$ cat config.mk
export PLATFORM = sky130hd
export DESIGN_NAME = rle_encoder
export DESIGN_NICKNAME = d
export VERILOG_FILES = /design/src/rtl/rle_pkg.sv /design/src/rtl/rle_nibble_packer.sv /design/src/rtl/rle_encoder.sv
export SDC_FILE = /design/constraint.sdc
export NUM_CORES = 1
export LEC_CHECK = 0
export BUFFER_PORTS_ARGS = -buffer_cell sky130_fd_sc_hd__buf_4
export CAP_MARGIN = 5
export CORE_UTILIZATION = 30
export DETAILED_ROUTE_END_ITERATION = 8
export PLACE_DENSITY = 0.49
export SYNTH_ARGS = -nofsm -noshare
export SYNTH_HDL_FRONTEND = slang
export SYNTH_HIERARCHICAL = 1
export SYNTH_SLANG_ARGS = --single-unit
$ cat constraint.sdc
create_clock -name clk -period 3.1 [get_ports clk]
set_input_delay 0.155 -clock clk [delete_from_list [all_inputs] [get_ports clk]]
set_output_delay 0.155 -clock clk [all_outputs]
set_load 0.02 [all_outputs]
$ cat src/rtl/rle_pkg.sv
// ---------------------------------------------------------------------------
// rle_pkg
// Shared constants and types for the run-length encoder slice.
//   WORD_W / NIB_W / NIBBLES : output word geometry (8 nibbles of 4 bits)
//   RUN_W / MAX_RUN          : run length field width and largest run
//   state_t                  : encoder control states
//   nibble_t                 : one encoded run {bit value, run length}
// ---------------------------------------------------------------------------
package rle_pkg;

  localparam int WORD_W  = 32;
  localparam int NIB_W   = 4;
  localparam int RUN_W   = 3;
  localparam int MAX_RUN = 7;
  localparam int NIBBLES = 8;
  localparam int IDX_W   = $clog2(NIBBLES);

  typedef enum logic [1:0] {
    IDLE,
    SHIFT,
    EMIT,
    FLUSH
  } state_t;

  typedef struct packed {
    logic             value;
    logic [RUN_W-1:0] run;
  } nibble_t;

endpackage

$ cat src/rtl/rle_nibble_packer.sv
// ---------------------------------------------------------------------------
// rle_nibble_packer
// Packs nibbles into a 32-bit word, first nibble in bits 31:28, and holds the
// word on the output until the consumer takes it. Unused slots stay zero.
//   push/nib  : write nib into the next free slot
//   finish    : close the word now (zero padded) and mark it as the last one
//   fill      : combinational, high when this push occupies the final slot
//   out_*     : valid/ready handshake for the finished word
// ---------------------------------------------------------------------------
module rle_nibble_packer
  import rle_pkg::*;
(
  input  logic              clk,
  input  logic              rst,
  input  logic              push,
  input  nibble_t           nib,
  input  logic              finish,
  output logic              fill,
  output logic              out_valid,
  input  logic              out_ready,
  output logic [WORD_W-1:0] out_data,
  output logic              out_last
);

  localparam int LSB_W = $clog2(WORD_W);

  logic [WORD_W-1:0] word_q, word_d;
  logic [IDX_W-1:0]  idx_q, idx_d;
  logic              valid_q, valid_d;
  logic              last_q, last_d;
  logic [LSB_W-1:0]  slot_lsb;

  // NOTE: every signal written here gets a default first; a branch that
  // skipped one would otherwise infer a latch.
  always_comb begin
    word_d   = word_q;
    idx_d    = idx_q;
    valid_d  = valid_q;
    last_d   = last_q;
    slot_lsb = LSB_W'((NIBBLES - 1 - int'(idx_q)) * NIB_W);
    fill     = push && (idx_q == IDX_W'(NIBBLES - 1));

    if (valid_q && out_ready) begin
      word_d  = '0;
      idx_d   = '0;
      valid_d = 1'b0;
      last_d  = 1'b0;
    end else begin
      if (push) begin
        word_d[slot_lsb +: NIB_W] = nib;
        // Wraps to 0 on the eighth push; valid_q marks the word as full.
        idx_d = idx_q + IDX_W'(1);
      end
      if (fill || finish) valid_d = 1'b1;
      if (finish)         last_d  = 1'b1;
    end
  end

  // NOTE: sequential state uses non-blocking assignments so every flop
  // samples the pre-edge values regardless of block ordering.
  always_ff @(posedge clk or posedge rst) begin
    if (rst) begin
      word_q  <= '0;
      idx_q   <= '0;
      valid_q <= 1'b0;
      last_q  <= 1'b0;
    end else begin
      word_q  <= word_d;
      idx_q   <= idx_d;
      valid_q <= valid_d;
      last_q  <= last_d;
    end
  end

  assign out_valid = valid_q;
  assign out_data  = word_q;
  assign out_last  = last_q;

endmodule

$ cat src/rtl/rle_encoder.sv
// ---------------------------------------------------------------------------
// rle_encoder
// Run-length encoder for the ODE-solver host link. Fields are serialised MSB
// first, one bit per cycle; runs of up to 7 equal bits become nibbles
// {bit, run} which rle_nibble_packer assembles into 32-bit words.
//   in_valid/in_ready/in_data/in_len : field input (right aligned, len 0..FIELD_W)
//   flush                            : close the run and emit a padded last word
//   out_valid/out_ready/out_data/out_last : word output handshake
//   busy                             : activity or pending flush
//   total_bits                       : encoded-bit counter, built only when
//                                      RLE_BITCOUNT_EN is defined, else 0
// ---------------------------------------------------------------------------
module rle_encoder
  import rle_pkg::*;
#(
  parameter int FIELD_W = 16,
  parameter int LEN_W   = $clog2(FIELD_W) + 1
) (
  input  logic               clk,
  input  logic               rst,
  input  logic               in_valid,
  output logic               in_ready,
  input  logic [FIELD_W-1:0] in_data,
  input  logic [LEN_W-1:0]   in_len,
  input  logic               flush,
  output logic               out_valid,
  input  logic               out_ready,
  output logic [WORD_W-1:0]  out_data,
  output logic               out_last,
  output logic               busy,
  output logic [31:0]        total_bits
);

  state_t             state_q, state_d;
  logic [FIELD_W-1:0] data_q, data_d;
  logic [LEN_W-1:0]   cnt_q, cnt_d;
  logic               run_bit_q, run_bit_d;
  logic [RUN_W-1:0]   run_cnt_q, run_cnt_d;
  logic               flush_pend_q, flush_pend_d;
  logic               in_ready_q, in_ready_d;
  logic               busy_q, busy_d;

  logic               push, finish, fill, cur_bit;
  nibble_t            nib;
  logic [LEN_W-1:0]   len_c;

  always_comb begin
    state_d      = state_q;
    data_d       = data_q;
    cnt_d        = cnt_q;
    run_bit_d    = run_bit_q;
    run_cnt_d    = run_cnt_q;
    flush_pend_d = flush_pend_q;
    push         = 1'b0;
    finish       = 1'b0;
    nib          = '{value: run_bit_q, run: run_cnt_q};
    len_c        = (in_len > LEN_W'(FIELD_W)) ? LEN_W'(FIELD_W) : in_len;
    cur_bit      = data_q[FIELD_W-1];

    unique case (state_q)
      IDLE: begin
        if (in_valid) begin
          // Left-align the field so the shifter always reads the top bit.
          data_d = in_data << (LEN_W'(FIELD_W) - len_c);
          cnt_d  = len_c;
          if (len_c == '0) begin
            state_d = flush ? FLUSH : IDLE;
          end else begin
            state_d      = SHIFT;
            flush_pend_d = flush;
          end
        end else if (flush) begin
          state_d = FLUSH;
        end
      end

      SHIFT: begin
        if (flush) flush_pend_d = 1'b1;
        data_d = data_q << 1;
        cnt_d  = cnt_q - LEN_W'(1);
        if (run_cnt_q == '0) begin
          run_bit_d = cur_bit;
          run_cnt_d = RUN_W'(1);
        end else if (cur_bit == run_bit_q && run_cnt_q != RUN_W'(MAX_RUN)) begin
          run_cnt_d = run_cnt_q + RUN_W'(1);
        end else begin
          push      = 1'b1;
          run_bit_d = cur_bit;
          run_cnt_d = RUN_W'(1);
        end
        // A full word stalls the remaining bits; cnt_q remembers where to resume.
        if (fill)                       state_d = EMIT;
        else if (cnt_q == LEN_W'(1))    state_d = flush_pend_d ? FLUSH : IDLE;
      end

      EMIT: begin
        if (out_valid && out_ready) begin
          if (out_last)           state_d = IDLE;
          else if (cnt_q != '0)   state_d = SHIFT;
          else if (flush_pend_q)  state_d = FLUSH;
          else                    state_d = IDLE;
        end
      end

      FLUSH: begin
        // Closing the run may itself fill the word; either way exactly one
        // word leaves with out_last set.
        push         = (run_cnt_q != '0);
        finish       = 1'b1;
        run_bit_d    = 1'b0;
        run_cnt_d    = '0;
        flush_pend_d = 1'b0;
        state_d      = EMIT;
      end

      default: state_d = IDLE;
    endcase

    in_ready_d = (state_d == IDLE);
    busy_d     = (state_d != IDLE) || flush_pend_d;
  end

  always_ff @(posedge clk or posedge rst) begin
    if (rst) begin
      state_q      <= IDLE;
      data_q       <= '0;
      cnt_q        <= '0;
      run_bit_q    <= 1'b0;
      run_cnt_q    <= '0;
      flush_pend_q <= 1'b0;
      in_ready_q   <= 1'b1;
      busy_q       <= 1'b0;
    end else begin
      state_q      <= state_d;
      data_q       <= data_d;
      cnt_q        <= cnt_d;
      run_bit_q    <= run_bit_d;
      run_cnt_q    <= run_cnt_d;
      flush_pend_q <= flush_pend_d;
      in_ready_q   <= in_ready_d;
      busy_q       <= busy_d;
    end
  end

  assign in_ready = in_ready_q;
  assign busy     = busy_q;

  rle_nibble_packer u_packer (
    .clk       (clk),
    .rst       (rst),
    .push      (push),
    .nib       (nib),
    .finish    (finish),
    .fill      (fill),
    .out_valid (out_valid),
    .out_ready (out_ready),
    .out_data  (out_data),
    .out_last  (out_last)
  );

`ifdef RLE_BITCOUNT_EN
  logic [31:0] total_q, total_d;

  always_comb begin
    total_d = total_q;
    if (state_q == SHIFT)                  total_d = total_q + 32'd1;
    if (out_valid && out_ready && out_last) total_d = '0;
  end

  always_ff @(posedge clk or posedge rst) begin
    if (rst) total_q <= '0;
    else     total_q <= total_d;
  end

  assign total_bits = total_q;
`else
  assign total_bits = '0;
`endif

endmodule

---- Yosys cells after proc, flatten, opt, wreduce, memory -nomap -nowiden ----
Index checks and enable logic that the tools add are counted.
word-level totals
  flip-flop bits (word level) ............. 67
  input bits .............................. 26
  output and inout port bits .............. 68
  logic and storage cells ................. 91
operators by class
  add/sub/neg operators ................... 6
  order comparisons ....................... 1
  equal/unequal tests ..................... 9
  shift-type cells ........................ 3
  muxes and demuxes ....................... 41
  reduce and logical (&&, ||, !) cells .... 19
operators with widths
  operator                  count
  $mux W32                  2
  $bwmux W32                1
  $pmux W16 S2              1
  $shift A4 B7 Y32 const A  1
  $shiftx A4 B7 Y32         1
  $mux W2                   11
  $mux W16                  1
  $shl A16 B5 Y16           1
  $mux W1                   13
  $mux W3                   4
  $reduce_bool A2 Y1        6
  $mux W5                   2
  $pmux W5 S2               1
  $pmux W2 S4               1
  $neg A5 Y7                1
  $add A3 B1 Y3 const B     2
  $ne A3 B3 Y1 const B      2
  $pmux W3 S2               1
  $eq A5 B1 Y1 const B      1
  $gt A5 B5 Y1 const B      1
  $logic_not A5 Y1          1
  $reduce_bool A5 Y1        1
  $sub A5 B1 Y5 const B     1
  $sub A5 B5 Y5 const A     1
  14 further kinds          21

---- Logic depth before layout (Yosys ltp) ----
Gate-level depths: netlist of run 1.
  depth after elaboration ................. 10
  gate-level depth with buffers ........... 12
  depth with buffers taken out ............ 10

---- Hierarchy ----
The synthesis of run 1 kept the hierarchy.
modules (own cells, without submodules)
  module             times used  cells an instance  area an instance (um^2)  seq. area each (um^2)
  rle_encoder        1           319                2716.4                   752.0
  rle_nibble_packer  1           144                1632.8                   925.9

---- Worst setup path after synthesis of run 1 ----
No wires, ideal clock.
  path type ............................... in2reg
  start ................................... input in_len[4]
  end ..................................... register data_q[9]
  setup time .............................. 136 ps
  data arrival time ....................... 2116 ps
  setup slack ............................. 848 ps
  stages on the path ...................... 11
  path buffers ............................ 3
  cell sequence ........................... and2b_1 buf_4 inv_2 ha_1 buf_2 buf_2 mux2_2 mux2i_1 nor3_1 a2111oi_0 nor3_1
between the ends
  word-level cells in the longest chain between the ends .. 6
ends and longest elaborated chain
  what                  RTL line            source
  start, declared       rle_encoder.sv:24   input logic [LEN_W-1:0] in_len,
  $gt A5 B5 Y1          rle_encoder.sv:57   len_c = (in_len > LEN_W'(FIELD_W)) ? LEN_W'(FIELD_W) : in_len;
  $mux W5 (*)           rle_encoder.sv:57
  $sub A5 B5 Y5 (*)     rle_encoder.sv:64   data_d = in_data << (LEN_W'(FIELD_W) - len_c);
  $shl A16 B5 Y16 (*)   rle_encoder.sv:64
  $mux W16 (*)          rle_encoder.sv:62   if (in_valid) begin
  $pmux W16 S2 (*)      rle_encoder.sv:60   unique case (state_q)
  end signal, assigned  rle_encoder.sv:135  data_q <= data_d;
  end, declared         rle_encoder.sv:35   logic [FIELD_W-1:0] data_q, data_d;
Every way passes the cells marked *; elsewhere a longest branch is shown, timed or not. The select of a mux whose other input is x is not followed.
A chain may end at the register's enable or synchronous reset.

---- Final worst setup path of run 1 ----
  start ................................... register state_q[0]
  end ..................................... register u_packer.word_q[12] (netlist: u_packer/out_data[12])
between the ends
  word-level cells in the longest chain between the ends .. 3
  elaborated cells on any way between the ends .. 4
ends and longest elaborated chain
  what                                          RTL line                 source
  start, declared                               rle_encoder.sv:34        state_t state_q, state_d;
  start signal, assigned                        rle_encoder.sv:134       state_q <= state_d;
  $eq A2 B2 Y1 or $eq A2 B1 Y1 (tied branches)  rle_encoder.sv:60
  $pmux W1 S2 (*)                               rle_encoder.sv:60
  via push                                      rle_encoder.sv:43        logic push, finish, fill, cur_bit;
  $reduce_bool A2 Y1 (no line) (*)              n/a
  end signal, assigned                          rle_nibble_packer.sv:68  word_q <= word_d;
  end, declared                                 rle_nibble_packer.sv:27  logic [WORD_W-1:0] word_q, word_d;
Mark *: on every way through the listed nets, which the timed path passes. The rest lies on a longest branch.

==> results of run 1 <==
-- area by class of cell --
class | count | area (um2)
tap | 180 | 225
clock inverter | 7 | 81.3
multi-input combinational | 354 | 2350
sequential | 67 | 1680
fill | 1443 | 8820
clock buffer | 9 | 225
inverter | 15 | 56.3
timing repair buffer | 72 | 543
-- cells by family after synthesis --
family / count (synthesis) / synth area share, %
fa+ha+maj: 11 / 3.16
mux: 62 / 15.7
flops: 67 / 38.6
compound gates: 80 / 11.8
other cells: 1 / 0.0862
simple gates: 164 / 19.5
xor+xnor: 5 / 1.18
buf+inv: 73 / 9.95
-- Yosys cell counts, drive strengths merged, types with 5 or more instances --
cell	n
a21oi	18
a221oi	5
a22oi	6
a31oi	5
and2	5
buf	45
clkbuf	13
dfrtp	66
ha	11
inv	15
mux2	10
mux2i	48
nand2	59
nand2b	14
nand3	7
nor2	36
nor3	16
o21ai	24
-- layer usage --
metal | vias up | GRT usage [%] | part of all wire [%]
met5 | - | 0 | 0
met4 | 0 | 4.80 | 1.3
met3 | 12 | 2.09 | 3.4
met2 | 90 | 25.6 | 48
met1 | 1627 | 19.8 | 47
li1 | 1683 | - | -
-- final timing paths --
check,startpoint,to,slack (ns),cells past startpoint
max,state_q[0],u_packer/out_data[12],0.63,6
min,out_ready,u_packer/idx_q[1],0.19,3
max reg2reg,state_q[0],u_packer/out_data[12],0.63,6
min reg2reg,data_q[0],data_q[0],0.48,2
max in group asynchronous,rst,u_packer/out_last,2.26,4
min in group asynchronous,rst,cnt_q[3],0.48,4
-- critical path, cell delays in order (launching register included) --
cell	delay, ns
sky130_fd_sc_hd__dfrtp_1	0.66
sky130_fd_sc_hd__inv_1	0.30
sky130_fd_sc_hd__nor3_1	0.25
sky130_fd_sc_hd__buf_4	0.18
sky130_fd_sc_hd__nand3b_1	0.10
sky130_fd_sc_hd__nor3_1	0.61
sky130_fd_sc_hd__mux2i_1	0.27
-- flip-flops by register name, summed over array words and instances, names as in the netlist --
| signal | cells |
|---|---|
| busy | 1 |
| cnt_q | 5 |
| data_q | 16 |
| flush_pend_q | 1 |
| in_ready | 1 |
| run_bit_q | 1 |
| run_cnt_q | 3 |
| state_q | 2 |
| u_packer/idx_q | 3 |
| u_packer/out_data | 32 |
| u_packer/out_last | 1 |
| u_packer/out_valid | 1 |
-- where the power goes --
group	internal (mW)	leakage [nW]	switching, mW
sequential	1.10	0.878	0.220
combinational	0.570	1.45	0.837
clock	0.635	0.147	0.410
total	2.31	2.48	1.47
-- layout by cell type, fill, tap and decap left out, types with 3 or more instances in the layout --
| master | count |
|---|---|
| sky130_fd_sc_hd__a21oi_1 | 18 |
| sky130_fd_sc_hd__a221oi_1 | 4 |
| sky130_fd_sc_hd__a22oi_1 | 6 |
| sky130_fd_sc_hd__a31oi_1 | 5 |
| sky130_fd_sc_hd__and2_1 | 5 |
| sky130_fd_sc_hd__buf_4 | 71 |
| sky130_fd_sc_hd__clkbuf_16 | 9 |
| sky130_fd_sc_hd__conb_1 | 32 |
| sky130_fd_sc_hd__dfrtp_1 | 66 |
| sky130_fd_sc_hd__ha_1 | 11 |
| sky130_fd_sc_hd__inv_1 | 14 |
| sky130_fd_sc_hd__inv_6 | 4 |
| sky130_fd_sc_hd__mux2_2 | 10 |
| sky130_fd_sc_hd__mux2i_1 | 48 |
| sky130_fd_sc_hd__mux4_2 | 4 |
| sky130_fd_sc_hd__nand2_1 | 59 |
| sky130_fd_sc_hd__nand2b_1 | 12 |
| sky130_fd_sc_hd__nand3_1 | 7 |
| sky130_fd_sc_hd__nand3b_1 | 4 |
| sky130_fd_sc_hd__nand4_1 | 4 |
| sky130_fd_sc_hd__nor2_1 | 35 |
| sky130_fd_sc_hd__nor2b_1 | 3 |
| sky130_fd_sc_hd__nor3_1 | 14 |
| sky130_fd_sc_hd__o21ai_0 | 24 |
| sky130_fd_sc_hd__o22ai_1 | 4 |
-- repair_timing --
action | CTS | global route
buffers inserted | 0 | 0
hold buffers | 1 | 0
hold endpoints to repair | 66 | 0
endpoints found under the setup margin | 0 | 0
-- through the flow --
step                hold WS, ns  std cells
finish                    0.189        704
global route              0.195        704
CTS                       0.177        704
detailed placement        0.290        687
global placement          0.287        687
floorplan                 0.245        494
==> parameters.txt, run 1 <==
Parameter                              Value

Clocking
  Clock tree from TritonCTS    yes
  Worst-path clk slew    0.06 ns
  CTS sink count    67
  Later-pin clock latency in the skew report    0.33 ns
  Maximum buffer depth of the clock tree    2
  Post-CTS Resized    0
  Number of buffers inserted during clock tree synthesis    9
  CTS H-tree depth    3
  Cell at the root of the clock tree    sky130_fd_sc_hd__clkbuf_16

Final layout
  Post-layout instance area    0.00516 mm2
  Area growth from synthesis to final layout    18.7%
  Share of final-layout standard cells stronger than drive strength 1    21.9%
  Diode count    0
  NumNets Final    556
  Share of the core filled with cells in the final layout    36.9%

Global route
  Pin count of the biggest net entering global routing    38
  Wire length of the first global-routing pass    17,800 um
  Total global routing overflow    0
  Global routing usage summed across all routing layers    15.1%
  Number of antenna violations at the first check in global routing    0
  Via count of the first global-routing pass    3,402

Place
  Placed standard-cell area    0.00485 mm2
  Post-place setup slack    0.582 ns
  Estimated wirelength of the detail-placed design    7970 um
  Buffers added on ports    61
  GPL Wtd Cong    0.883

Timing
  Number of pins with negative max-slew slack in the final report    0
  Final hold violation count    0
  Sum of negative setup slack    0 ns
  Final setup margin    0.633 ns
  Fmax    0.405 GHz
  Number of setup violations in the final report    0
  Crit share post-route    79.6%
  Min Tclk post-route    2.47 ns
  RSZ-0062 raised after global routing    no
  Worst setup skew after layout    0.00968 ns
  Slew of the pin with the lowest slew margin    0.779 ns
  Slew headroom    47.7%

Yosys
  Sequential cell area fraction in the yosys report    38.6%
  Post-synthesis cell type with the largest combined area    sky130_fd_sc_hd__dfrtp_1
  Number of library cell types mapped by synthesis    63
  Total standard cell area after synthesis    0.00435 mm2
  Number of synthesized flops with an enable pin    0
  Gate Count Post-Synth    463
  Top flip-flop cell by instance count after synthesis    sky130_fd_sc_hd__dfrtp_1
  Syn Area/Cell    9.39 um2
  Number of warning messages in the yosys log    6
  Portion of synthesized cell area occupied by the leading cell type    38.0%
  Flops & latches, synth    67
  Top area cells in the synthesized netlist    sky130_fd_sc_hd__dfrtp_1 (38%), sky130_fd_sc_hd__mux2i_1 (11%), sky130_fd_sc_hd__buf_4 (5.7%)
  Async set-reset flop share out of synthesis    100%

Die
  Ports placed on the boundary    94
  Die Height    122 um
  Horizontal extent of the die    122 um
  DIE AREA    0.0150 mm2
  Core Area    0.0140 mm2
  Std cell rows    43
  Initial standard-cell utilization of the core    31.1%

Drt
  Average via count per standard cell    4.85
  Total Wirelength    10,600 um
  DRC violations left    0
  ANT nets after route    0
  Violation count after the first detailed-routing iteration    249
  Number of iterations in the first detailed-routing pass    4
  Vias post-DR    3,412
  Routed length per instance    15.1 um

Hold path
  Type of the most critical hold path    input port to flop

Worst setup path
  Worst-path maximum fanout    17
  Endpoint class of the critical path    flop
  Worst EP arrival    2.70 ns
  Type of the worst setup path    flop to flop
  Setup crit start kind    flop
  Required time at the worst-slack endpoint    3.34 ns

Pwr
  Leakage power summed over all cells    2.48 nW
  Power density over the cells    731 mW/mm2
  Worst VDD drop    272 uV
  Power, Total    3.77 mW

Job
  Max-capacitance violation count    0

Run status
  Status    finished clean
Note: power is estimated with default switching activity, not from simulation.
==> inputs of run 2 (changes only) <==
--- a/config.mk
+++ b/config.mk
@@ -9,7 +9,7 @@
 export CAP_MARGIN = 5
 export CORE_UTILIZATION = 30
 export DETAILED_ROUTE_END_ITERATION = 8
-export PLACE_DENSITY = 0.49
+export PLACE_DENSITY = 0.51
 export SYNTH_ARGS = -nofsm -noshare
 export SYNTH_HDL_FRONTEND = slang
 export SYNTH_HIERARCHICAL = 1
==> constraint.sdc (replaced) <==
create_clock -name clk -period 2 [get_ports clk]
set_input_delay 0.1 -clock clk [delete_from_list [all_inputs] [get_ports clk]]
set_output_delay 0.1 -clock clk [all_outputs]
set_load 0.02 [all_outputs]
==> run 2 against run 1 <==
The run now ends with setup timing left. Non-clock buffer count rose by 44. Die area unchanged. Clock power up 56%. Fmax increased by 23%. Utilization increased by 3.6 points. Routed wire length rose by 5.0%. Sequential share of layout area shrank 2.9 points. Worst setup slack got worse by 0.65 ns. Global-route usage is 0.61 points higher. First-iteration DRC count fell by 5.2%. Clock skew hardly changed. Critical path type unchanged. Critical endpoint is now busy. Largest cell class unchanged. Largest power group unchanged.
==> parameters.txt, run 2 (synthesis gave the netlist of run 1 again) <==
Parameter                              Value

Run status
  Status    finished, violations left (was finished clean)
  Violated checks    setup timing

Clocking
  CTS H-tree depth    3 (unchanged)
  Cell at the root of the clock tree    sky130_fd_sc_hd__clkbuf_16 (unchanged)
  Number of buffers inserted during clock tree synthesis    9 (unchanged)
  Maximum buffer depth of the clock tree    2 (unchanged)
  Later-pin clock latency in the skew report    0.33 ns (about the same)
  Worst-path clk slew    0.06 ns (about the same)
  Clock tree from TritonCTS    yes (unchanged)
  CTS sink count    67 (unchanged)

Drt
  Average via count per standard cell    4.83 (was 4.85)
  Violation count after the first detailed-routing iteration    236 (was 249)
  Vias post-DR    3,616 (was 3,412)
  DRC violations left    0 (unchanged)
  Number of iterations in the first detailed-routing pass    4 (unchanged)
  Total Wirelength    11,100 um (was 10,600 um)
  Routed length per instance    14.9 um (was 15.1 um)
  ANT nets after route    0 (unchanged)

Pwr
  Combinational group share of total power    43.4% (was 37.3%)
  Proportion of power drawn by flip-flops and latches    30.9% (was 35.0%)
  Power spent charging and discharging nets    2.45 mW (was 1.47 mW)
  Power, Total    6.37 mW (was 3.77 mW)
  Leakage power summed over all cells    2.74 nW (was 2.48 nW)
  Sw frac    38.5% (was 38.9%)
  Worst VDD drop    466 uV (was 272 uV)
  Power density over the cells    1120 mW/mm2 (was 731 mW/mm2)
  Pint    3.91 mW (was 2.31 mW)
  Share of power burned in the clock network    25.8% (was 27.7%)

Timing
  RSZ-0062 raised after global routing    yes (was no)
  Slew of the pin with the lowest slew margin    0.613 ns (was 0.779 ns)
  Final hold violation count    0 (unchanged)
  Min Tclk post-route    2.01 ns (was 2.47 ns)
  Fmax    0.497 GHz (was 0.405 GHz)
  Final setup margin    -0.0125 ns (was 0.633 ns)
  Crit share post-route    101% (was 79.6%)
  Number of setup violations in the final report    1 (was 0)
  Worst setup skew after layout    0.0101 ns (was 0.00968 ns)
  Number of pins with negative max-slew slack in the final report    0 (unchanged)
  Slew headroom    59.1% (was 47.7%)

Job
  Max-capacitance violation count    0 (unchanged)

Final layout
  Most frequent cells in the layout    sky130_fd_sc_hd__buf_4 (113), sky130_fd_sc_hd__dfrtp_1 (66), sky130_fd_sc_hd__nand2_1 (56) (was sky130_fd_sc_hd__buf_4 (71), sky130_fd_sc_hd__dfrtp_1 (66), sky130_fd_sc_hd__nand2_1 (59))
  Share of the core filled with cells in the final layout    40.5% (was 36.9%)
  Final standard cell count with taps included and fillers excluded    748 (was 704)
  # fillers    1,388 (was 1,443)
  Number of flip-flops in the largest register    32 (unchanged)
  NumNets Final    600 (was 556)
  Multi-input logic area    0.00251 mm2 (was 0.00235 mm2)
  Most frequent standard cell in the layout excluding fill and tap cells    sky130_fd_sc_hd__buf_4 (unchanged)
  Register area    0.00168 mm2 (unchanged)
  Area growth from synthesis to final layout    30.2% (was 18.7%)
  Diode count    0 (unchanged)
  Share of final-layout standard cells stronger than drive strength 1    31.7% (was 21.9%)

Place
  GPL Wtd Cong    0.844 (was 0.883)
  Cell total after placement    729 (was 687)
  Estimated wirelength of the detail-placed design    8350 um (was 7970 um)
  Buffers added on ports    61 (unchanged)

Worst setup path
  Slowest cell on the critical path    sky130_fd_sc_hd__dfrtp_1 (unchanged)
  R2r setup slk    -0.01 ns (was 0.63 ns)
  Crit path depth    10 (was 6)
  Worst-path maximum fanout    4 (was 17)
  Worst flop-to-flop path endpoint    busy (was u_packer/out_data[12])
  Setup crit start kind    flop (unchanged)
  Largest stage delay on the critical path    0.40 ns (was 0.66 ns)
  Critical Path Start    run_cnt_q[0] (was state_q[0])
  Largest delay contributor family on the critical path    simple AND/OR/NAND/NOR gates (unchanged)
  Logic depth of the worst register-to-register path    10 (was 6)
  Required time at the worst-slack endpoint    2.21 ns (was 3.34 ns)
  Worst EP arrival    2.22 ns (was 2.70 ns)
  Total buffers and inverters traversed by the critical path    1 (was 2)
  Capture point of the critical path    busy (was u_packer/out_data[12])
  CP Cell Sequence    ha_2, ha_4, nand2b_4, nor2_2, nor3_2, buf_4, and2_1, o311a_1, nor2_2, nand2b_1 (was inv_1, nor3_1, buf_4, nand3b_1, nor3_1, mux2i_1)
  Endpoint class of the critical path    flop (unchanged)
  Type of the worst setup path    flop to flop (unchanged)
  Dominant cell type by count on the critical path    sky130_fd_sc_hd__nor2_2 (was sky130_fd_sc_hd__nor3_1)
  Beginning of the worst register-to-register path    run_cnt_q[0] (was state_q[0])

Global route
  Met1 layer usage reported by global route    19.9% (was 19.8%)
  Pin count of the biggest net entering global routing    38 (unchanged)
  Wire length of the first global-routing pass    18,600 um (was 17,800 um)
  Global routing usage summed across all routing layers    15.7% (was 15.1%)
  Most used routing layer in global routing    met2 (unchanged)
  Fraction of met3 tracks used by global routing    2.93% (was 2.09%)
  Via count of the first global-routing pass    3,676 (was 3,402)
  Number of antenna violations at the first check in global routing    0 (unchanged)
  Grt met2 use    27.2% (was 25.6%)
  Total global routing overflow    0 (unchanged)

Die
  Die Height    122 um (unchanged)
  Core Area    0.0140 mm2 (unchanged)
  DIE AREA    0.0150 mm2 (unchanged)
  Horizontal extent of the die    122 um (unchanged)
  Ports placed on the boundary    94 (unchanged)
  Initial standard-cell utilization of the core    31.1% (unchanged)
  Std cell rows    43 (unchanged)

Hold path
  Type of the most critical hold path    input port to flop (unchanged)
## run 2: power by group through the flow
stage	logic [mW]	registers [mW]	clock network (mW)
after floorplan	1.68	2.01	0
after global placement	2.55	1.98	0
after detailed placement	2.58	1.99	0
after CTS	2.69	1.97	1.68
after global routing	3.06	2.02	1.74
final	2.76	1.97	1.64
## run 2: what timing repair did
action                                  4_1_cts  5_1_grt
setup buffers                                 2        1
hold buffers                                  1        0
cloned                                        0        0
gates resized for setup                      12       12
pin swaps                                     5        2
hold endpoints to repair                     66        0
endpoints found under the setup margin       26       35
## run 2: how the worst min path moves through the flow
stage,start,to,depth (start not counted)
floorplan,rst,busy,1
global placement,rst,data_q[6],3
detailed placement,rst,data_q[3],3
CTS,in_valid,cnt_q[2],3
global route,in_data[0],data_q[0],3
finish,in_data[0],data_q[0],3
## run 2: routing by layer
layer	vias to the layer above	share of wire, %
met5	-	0
met4	0	0.66
met3	8	4.6
met2	95	50
met1	1747	45
li1	1766	-
## run 2: stage by stage
stage	area, um2	setup WS, ns	TNS (ns)	hold slack, ns
2_1_floorplan	4550	-0.0553	-0.0856	0.190
5_1_grt	5660	-0.0887	-1.17	0.137
6_report	5660	-0.0125	-0.0125	0.141
3_5_place_dp	5220	-0.222	-2.96	0.232
3_3_place_gp	5220	-0.179	-2.31	0.232
4_1_cts	5600	-0.0509	-0.543	0.129
## run 2: worst reg2reg max path, stage by stage (launching register included)
cell,delay (ns)
sky130_fd_sc_hd__dfrtp_1,0.40
sky130_fd_sc_hd__ha_2,0.21
sky130_fd_sc_hd__ha_4,0.15
sky130_fd_sc_hd__nand2b_4,0.14
sky130_fd_sc_hd__nor2_2,0.09
sky130_fd_sc_hd__nor3_2,0.04
sky130_fd_sc_hd__buf_4,0.15
sky130_fd_sc_hd__and2_1,0.19
sky130_fd_sc_hd__o311a_1,0.33
sky130_fd_sc_hd__nor2_2,0.13
sky130_fd_sc_hd__nand2b_1,0.07
## run 2: area by class of cell
class	count	share of cell area [%]
multi-input cells	354	44.3
inverters	15	1.13
clock inverters	7	1.46
clock buffers	9	3.98
repair buffers	116	15.6
well taps	180	3.98
flip-flops and latches	67	29.6
